**config.mk**
```make
export PLATFORM = sky130hd
export DESIGN_NAME = multdiv_ctrl_flat
export DESIGN_NICKNAME = d
export VERILOG_FILES = /design/src/rtl/multdiv_ctrl_if.sv /design/src/rtl/multdiv_ctrl.sv /design/src/flat_wrapper.sv
export SDC_FILE = /design/constraint.sdc
export NUM_CORES = 1
export LEC_CHECK = 0
export CORE_MARGIN = 2
export CORE_UTILIZATION = 41
export CTS_CLUSTER_SIZE = 40
export DETAILED_ROUTE_END_ITERATION = 10
export PLACE_DENSITY = 0.86
export REMOVE_ABC_BUFFERS = 1
export SYNTH_ARGS = -nofsm -noshare
export SYNTH_HDL_FRONTEND = slang
export SYNTH_SLANG_ARGS = --single-unit
```
**constraint.sdc**
```tcl
create_clock -name clock -period 4.1 [get_ports clock]
set_input_delay 0.41 -clock clock [delete_from_list [all_inputs] [get_ports clock]]
set_output_delay 0.41 -clock clock [all_outputs]
set_load 0.02 [all_outputs]
```
**src/rtl/multdiv_ctrl_if.sv**
```systemverilog
// rtl/multdiv_ctrl_if.sv - pipeline/multdiv handshake bundle for multdiv_ctrl
interface multdiv_ctrl_if;
  logic        dx_isMul;
  logic        dx_isDiv;
  logic [4:0]  dx_rd;
  logic [31:0] dx_a;
  logic [31:0] dx_b;
  logic        flush;
  logic        md_resultRDY;
  logic        md_exception;
  logic [31:0] md_result;
  logic        ctrl_MULT;
  logic        ctrl_DIV;
  logic [31:0] md_a;
  logic [31:0] md_b;
  logic        stall;
  logic        wb_valid;
  logic [4:0]  wb_rd;
  logic [31:0] wb_data;

  // pipeline and multdiv unit side
  modport master (
    output dx_isMul, dx_isDiv, dx_rd, dx_a, dx_b, flush,
    output md_resultRDY, md_exception, md_result,
    input  ctrl_MULT, ctrl_DIV, md_a, md_b, stall, wb_valid, wb_rd, wb_data
  );

  // controller side
  modport slave (
    input  dx_isMul, dx_isDiv, dx_rd, dx_a, dx_b, flush,
    input  md_resultRDY, md_exception, md_result,
    output ctrl_MULT, ctrl_DIV, md_a, md_b, stall, wb_valid, wb_rd, wb_data
  );
endinterface

```
**src/rtl/multdiv_ctrl.sv**
```systemverilog
// rtl/multdiv_ctrl.sv - sequences a multi-cycle mul/div and its register writeback
module multdiv_ctrl #(
  parameter int         TIMEOUT  = 40,
  parameter logic [4:0] MUL_CODE = 5'd4,
  parameter logic [4:0] DIV_CODE = 5'd5
) (
  input logic            clock,
  input logic            reset,
  multdiv_ctrl_if.slave  bus
);

  localparam int            CW      = (TIMEOUT > 1) ? $clog2(TIMEOUT) : 1;
  localparam logic [CW-1:0] CNT_MAX = CW'(TIMEOUT - 1);

  typedef enum logic [1:0] {IDLE, START, BUSY, DONE} state_t;

  state_t        state;
  logic [CW-1:0] cnt;
  logic          is_mul;
  logic [4:0]    rd_q;
  logic [31:0]   a_q;
  logic [31:0]   b_q;
  logic          mult_q;
  logic          div_q;
  logic          wb_valid_q;
  logic [4:0]    wb_rd_q;
  logic [31:0]   wb_data_q;
  logic          request;

  assign request = bus.dx_isMul | bus.dx_isDiv;

  // stall drops immediately on reset and in any flush cycle so the pipeline can redirect
  assign bus.stall = ~reset & ~bus.flush &
                     ((state == IDLE & request) | state == START | state == BUSY);

  assign bus.ctrl_MULT = mult_q;
  assign bus.ctrl_DIV  = div_q;
  assign bus.md_a      = a_q;
  assign bus.md_b      = b_q;
  assign bus.wb_valid  = wb_valid_q;
  assign bus.wb_rd     = wb_rd_q;
  assign bus.wb_data   = wb_data_q;

  // control FSM with registered start pulses and writeback outputs
  always_ff @(posedge clock or posedge reset) begin
    if (reset) begin
      state      <= IDLE;
      cnt        <= '0;
      is_mul     <= 1'b0;
      rd_q       <= 5'd0;
      a_q        <= 32'd0;
      b_q        <= 32'd0;
      mult_q     <= 1'b0;
      div_q      <= 1'b0;
      wb_valid_q <= 1'b0;
      wb_rd_q    <= 5'd0;
      wb_data_q  <= 32'd0;
    end else begin
      case (state)
        IDLE: begin
          if (request && !bus.flush) begin
            // mul wins when the decoder flags both
            is_mul <= bus.dx_isMul;
            rd_q   <= bus.dx_rd;
            a_q    <= bus.dx_a;
            b_q    <= bus.dx_b;
            mult_q <= bus.dx_isMul;
            div_q  <= ~bus.dx_isMul;
            state  <= START;
          end
        end
        START: begin
          // the start pulse lasts this cycle only; any early RDY is ignored
          mult_q <= 1'b0;
          div_q  <= 1'b0;
          cnt    <= '0;
          state  <= bus.flush ? IDLE : BUSY;
        end
        BUSY: begin
          if (bus.flush) begin
            state <= IDLE;
          end else if (bus.md_resultRDY || cnt == CNT_MAX) begin
            state <= DONE;
            if (!bus.md_resultRDY || bus.md_exception) begin
              // exceptions (including timeout) report the cause code in r30
              wb_valid_q <= 1'b1;
              wb_rd_q    <= 5'd30;
              wb_data_q  <= {27'd0, (is_mul ? MUL_CODE : DIV_CODE)};
            end else begin
              // writes to r0 are suppressed and leave the outputs at zero
              wb_valid_q <= (rd_q != 5'd0);
              wb_rd_q    <= rd_q;
              wb_data_q  <= (rd_q != 5'd0) ? bus.md_result : 32'd0;
            end
          end else begin
            cnt <= cnt + 1'b1;
          end
        end
        DONE: begin
          // writeback is committed regardless of flush; new requests wait for IDLE
          wb_valid_q <= 1'b0;
          wb_rd_q    <= 5'd0;
          wb_data_q  <= 32'd0;
          state      <= IDLE;
        end
        default: state <= IDLE;
      endcase
    end
  end

endmodule
```
**src/flat_wrapper.sv**
```systemverilog
// flat-port wrapper written by rule: the top's interface ports become plain ports
module multdiv_ctrl_flat 
#(
  parameter int         TIMEOUT  = 40,
  parameter logic [4:0] MUL_CODE = 5'd4,
  parameter logic [4:0] DIV_CODE = 5'd5
)
  (clock, reset, bus_dx_isMul, bus_dx_isDiv, bus_dx_rd, bus_dx_a, bus_dx_b, bus_flush, bus_md_resultRDY, bus_md_exception, bus_md_result, bus_ctrl_MULT, bus_ctrl_DIV, bus_md_a, bus_md_b, bus_stall, bus_wb_valid, bus_wb_rd, bus_wb_data);
  multdiv_ctrl_if bus_i ();
  input logic clock;
  input logic reset;
  input wire logic [$bits(bus_i.dx_isMul)-1:0] bus_dx_isMul;
  input wire logic [$bits(bus_i.dx_isDiv)-1:0] bus_dx_isDiv;
  input wire logic [$bits(bus_i.dx_rd)-1:0] bus_dx_rd;
  input wire logic [$bits(bus_i.dx_a)-1:0] bus_dx_a;
  input wire logic [$bits(bus_i.dx_b)-1:0] bus_dx_b;
  input wire logic [$bits(bus_i.flush)-1:0] bus_flush;
  input wire logic [$bits(bus_i.md_resultRDY)-1:0] bus_md_resultRDY;
  input wire logic [$bits(bus_i.md_exception)-1:0] bus_md_exception;
  input wire logic [$bits(bus_i.md_result)-1:0] bus_md_result;
  output wire logic [$bits(bus_i.ctrl_MULT)-1:0] bus_ctrl_MULT;
  output wire logic [$bits(bus_i.ctrl_DIV)-1:0] bus_ctrl_DIV;
  output wire logic [$bits(bus_i.md_a)-1:0] bus_md_a;
  output wire logic [$bits(bus_i.md_b)-1:0] bus_md_b;
  output wire logic [$bits(bus_i.stall)-1:0] bus_stall;
  output wire logic [$bits(bus_i.wb_valid)-1:0] bus_wb_valid;
  output wire logic [$bits(bus_i.wb_rd)-1:0] bus_wb_rd;
  output wire logic [$bits(bus_i.wb_data)-1:0] bus_wb_data;
  assign bus_i.dx_isMul = bus_dx_isMul;
  assign bus_i.dx_isDiv = bus_dx_isDiv;
  assign bus_i.dx_rd = bus_dx_rd;
  assign bus_i.dx_a = bus_dx_a;
  assign bus_i.dx_b = bus_dx_b;
  assign bus_i.flush = bus_flush;
  assign bus_i.md_resultRDY = bus_md_resultRDY;
  assign bus_i.md_exception = bus_md_exception;
  assign bus_i.md_result = bus_md_result;
  assign bus_ctrl_MULT = bus_i.ctrl_MULT;
  assign bus_ctrl_DIV = bus_i.ctrl_DIV;
  assign bus_md_a = bus_i.md_a;
  assign bus_md_b = bus_i.md_b;
  assign bus_stall = bus_i.stall;
  assign bus_wb_valid = bus_i.wb_valid;
  assign bus_wb_rd = bus_i.wb_rd;
  assign bus_wb_data = bus_i.wb_data;
  multdiv_ctrl #(.TIMEOUT(TIMEOUT), .MUL_CODE(MUL_CODE), .DIV_CODE(DIV_CODE)) u_core (.clock(clock), .reset(reset), .bus(bus_i));
endmodule
```
==> flow_metrics.tcl <==
set metrics [dict create \
    outcome "finished clean" \
    grt_first_pass_wirelength_um 18700 \
    root_buffer "clkbuf_16" \
    dpl.hpwl_um 8740 \
    synth_area_per_cell_um2 13.9 \
    power_per_cell_area_nw_per_um2 587 \
    drv_cap 0 \
    via_count 3587 \
    clk_pin_slew_ns 0.05 \
    cts_tree "yes" \
    rsz0062_at_grt "false" \
    io_buffers 212 \
    rr_worst_depth 4 \
    tritoncts.num_buffers 17 \
    drt-met1-wl_um 4470 \
    viasPerCell 5.11 \
    slew_violations 0 \
    period_share_pct 71.1 \
    critical_path_arrival_ns 2.51 \
    hold_class "flop to flop" \
    seq_area_frac_synth_pct 63.9 \
    die_x_um 110 \
    synth_most_common_cell "dfrtp_1" \
    area_growth_syn_to_layout_pct 62.6 \
    post_drt_wl_per_cell_um 17.5 \
    critPathTopFamily "buffers and inverters" \
    crit_chain "clkinv_1 > a2111oi_0 > clkdlybuf4s50_1" \
    synthFlopType "dfrtp_1" \
    stdcell_count 702 \
    insertion_delay_ns 0.40 \
    die_height_um 110 \
    min_to "u_core.bus.wb_valid$_DFFE_PP0P_" \
    row_count 38 \
    crit_type "flop to output pin" \
    synth-async-reset-ratio_pct 100 \
    gp_congestion 0.783 \
    synth_area_leader_cell "dfrtp_1" \
    combinationalPowerShare_pct 28.3 \
    synth.area.top_cells "dfrtp_1, mux2_2, a22o_1, nand2_1, o21ai_0" \
    clock_power_share_pct 36.2 \
    critPathBufInv 2 \
    overflow 0 \
    dieArea_um2 12100 \
    top_layer "met4" \
    min_path_cells 2 \
    start_util_pct 42.2 \
    fp.coreArea_um2 10900 \
    crit_fanout 15 \
    clock.fmax_mhz 343 \
    drc 0 \
    dp_cells 670 \
    fin_util_pct 68.7 \
    grt_max_degree 95 \
    r2r-start "u_core.state[0]$_DFFE_PP0P_" \
    cts_setup_buffers 0 \
    drtIter0Drc 114 \
    drive_gt1_share_pct 19.0 \
    setup_viol 0 \
    synth_cell_types 40 \
    clock_skew_ns 0.00728 \
    synth_edf_count 0 \
    netlist_instances 332 \
    fin_crit_ns 2.92 \
    synth-seq-cells 118 \
    ir_worst_vdd_mv 0.326 \
    fin_setup_tns_ns 0 \
    antenna_found_initial 0 \
    cpPeakStageDelay_ns 0.68 \
    seq_power_share_pct 35.5 \
    crit_path_end_kind "output pin" \
    fillers 764 \
    rrSetupSlack_ns 1.81 \
    internal_power_mw 3.20 \
    antenna_left 0 \
    clock-sinks 118 \
    final_nets 658 \
    synth_common_cells "dfrtp_1, mux2_2, a22o_1" \
    synth_top_area_share_pct 63.9 \
    crit_required_ns 3.69 \
    holdCritStartpoint "u_core.bus.wb_valid$_DFFE_PP0P_" \
    power_switching_mw 1.22 \
    routed_wl_um 12300 \
    critPathSlowestCell "clkdlybuf4s50_1" \
    power.leakage_nw 3.17 \
    grt_usage_pct 20.4 \
    cts.hold.buffers_added 0 \
    setup.worst_path.start_class "flop" \
    cts_resized 0 \
    ioPinCount 213 \
    finalHoldViolCount 0 \
    dr.pass1.iters 4 \
    swShare_pct 27.6 \
    met3_length_um 1280 \
    yosys_warnings 0 \
    num_antenna_cells 0 \
    grt_pass1_vias 3773 \
    htreeDepth 4 \
    clockBufferDepth 2 \
    r2r_end "u_core.bus.md_a[25]$_DFFE_PP0P_" \
    wl_met2_um 6310 \
    relSlewSlack_pct 25.1 \
    netlist_area_um2 4620 \
    tightest_slew_ns 1.12 \
]
flip-flops by register name (all words and copies together), names as in the netlist:
signal and flops:
u_core.bus.wb_rd 5, u_core.bus.md_b 32, u_core.bus.ctrl_MULT 1, u_core.bus.md_a 32, u_core.bus.wb_valid 1, u_core.cnt 6
u_core.rd_q 5, u_core.state 2, u_core.bus.wb_data 32, u_core.bus.ctrl_DIV 1, u_core.is_mul 1
worst min-delay path, delay by kind of cell (launching register included):
| family | cells | cell delay, ns |
|---|---|---|
| flip-flops | 1 | 0.34 |
| AND/OR/NAND/NOR | 2 | 0.10 |
power groups by stage:
stage / Combinational (mW) / Sequential (mW) / Clock [mW]
after CTS: 1.27 / 1.57 / 1.62
after floorplan: 0.295 / 1.85 / 0
after detailed placement: 1.26 / 1.58 / 0
after global routing: 1.32 / 1.60 / 1.69
final: 1.25 / 1.57 / 1.60
after global placement: 1.23 / 1.56 / 0
stage by stage:
| stage | hold slack [ns] | power (mW) | area (um2) | setup WS (ns) |
|---|---|---|---|---|
| 2_1_floorplan | 0.451 | 2.15 | 4510 | 0.561 |
| 3_3_place_gp | 0.462 | 2.79 | 6870 | 1.50 |
| 3_5_place_dp | 0.472 | 2.84 | 6870 | 1.41 |
| 4_1_cts | 0.485 | 4.46 | 7510 | 1.20 |
| 5_1_grt | 0.502 | 4.62 | 7510 | 1.04 |
| 6_report | 0.478 | 4.41 | 7510 | 1.18 |
routing by layer:
metal  vias up  global-route usage, %
met2       189                   36.1
met1      1734                   21.3
met5         -                      0
met3        19                   8.35
met4         0                   9.02
li1       1645                      -
area by class of cell:
| type | instances | area [um2] | share of cell area (%) |
|---|---|---|---|
| well taps | 140 | 175 | 2.33 |
| clock inverters | 9 | 173 | 2.30 |
| repair buffers | 218 | 2170 | 28.9 |
| inverters | 6 | 25.0 | 0.333 |
| multi-input cells | 188 | 1550 | 20.6 |
| flip-flops and latches | 118 | 2950 | 39.3 |
| clock buffers | 23 | 468 | 6.23 |
kinds of logic (layout without fill, tap and decap cells):
group	Yosys count	in the layout	synth area share, %
fa+ha+maj	1	1	0.271
buf+inv	26	256	2.82
compound gates	59	59	10.1
simple gates	59	59	6.12
flops	118	118	63.9
mux	69	69	16.8
layout by cell type, fill, tap and decap left out, types with 3 or more instances in the layout:
cell,netlist,routed
clkdlybuf4s50_1,0,212
dfrtp_1,118,118
mux2_2,68,68
a22o_1,30,30
nand2_1,24,24
clkbuf_16,0,17
nor2_1,13,13
o21ai_0,10,10
buf_4,0,6
bufinv_16,0,5
nand3_1,4,4
inv_1,5,4
clkbuf_1,9,4
clkinv_2,0,3
worst max path at each step:
stage                                                 end  depth (start not counted)  slack (ns)                   startpoint
after global placement    u_core.bus.md_b[22]$_DFFE_PP0P_                          5        1.50                    bus_flush
after CTS                                       bus_stall                          3        1.20  u_core.state[0]$_DFFE_PP0P_
after global routing                            bus_stall                          3        1.04  u_core.state[0]$_DFFE_PP0P_
after detailed placement  u_core.bus.md_a[20]$_DFFE_PP0P_                          5        1.41                    bus_flush
final                                           bus_stall                          3        1.18  u_core.state[0]$_DFFE_PP0P_
after floorplan           u_core.bus.ctrl_DIV$_DFFE_PP0P_                          1        0.56                        reset
Power figures use the tool's default switching activity.
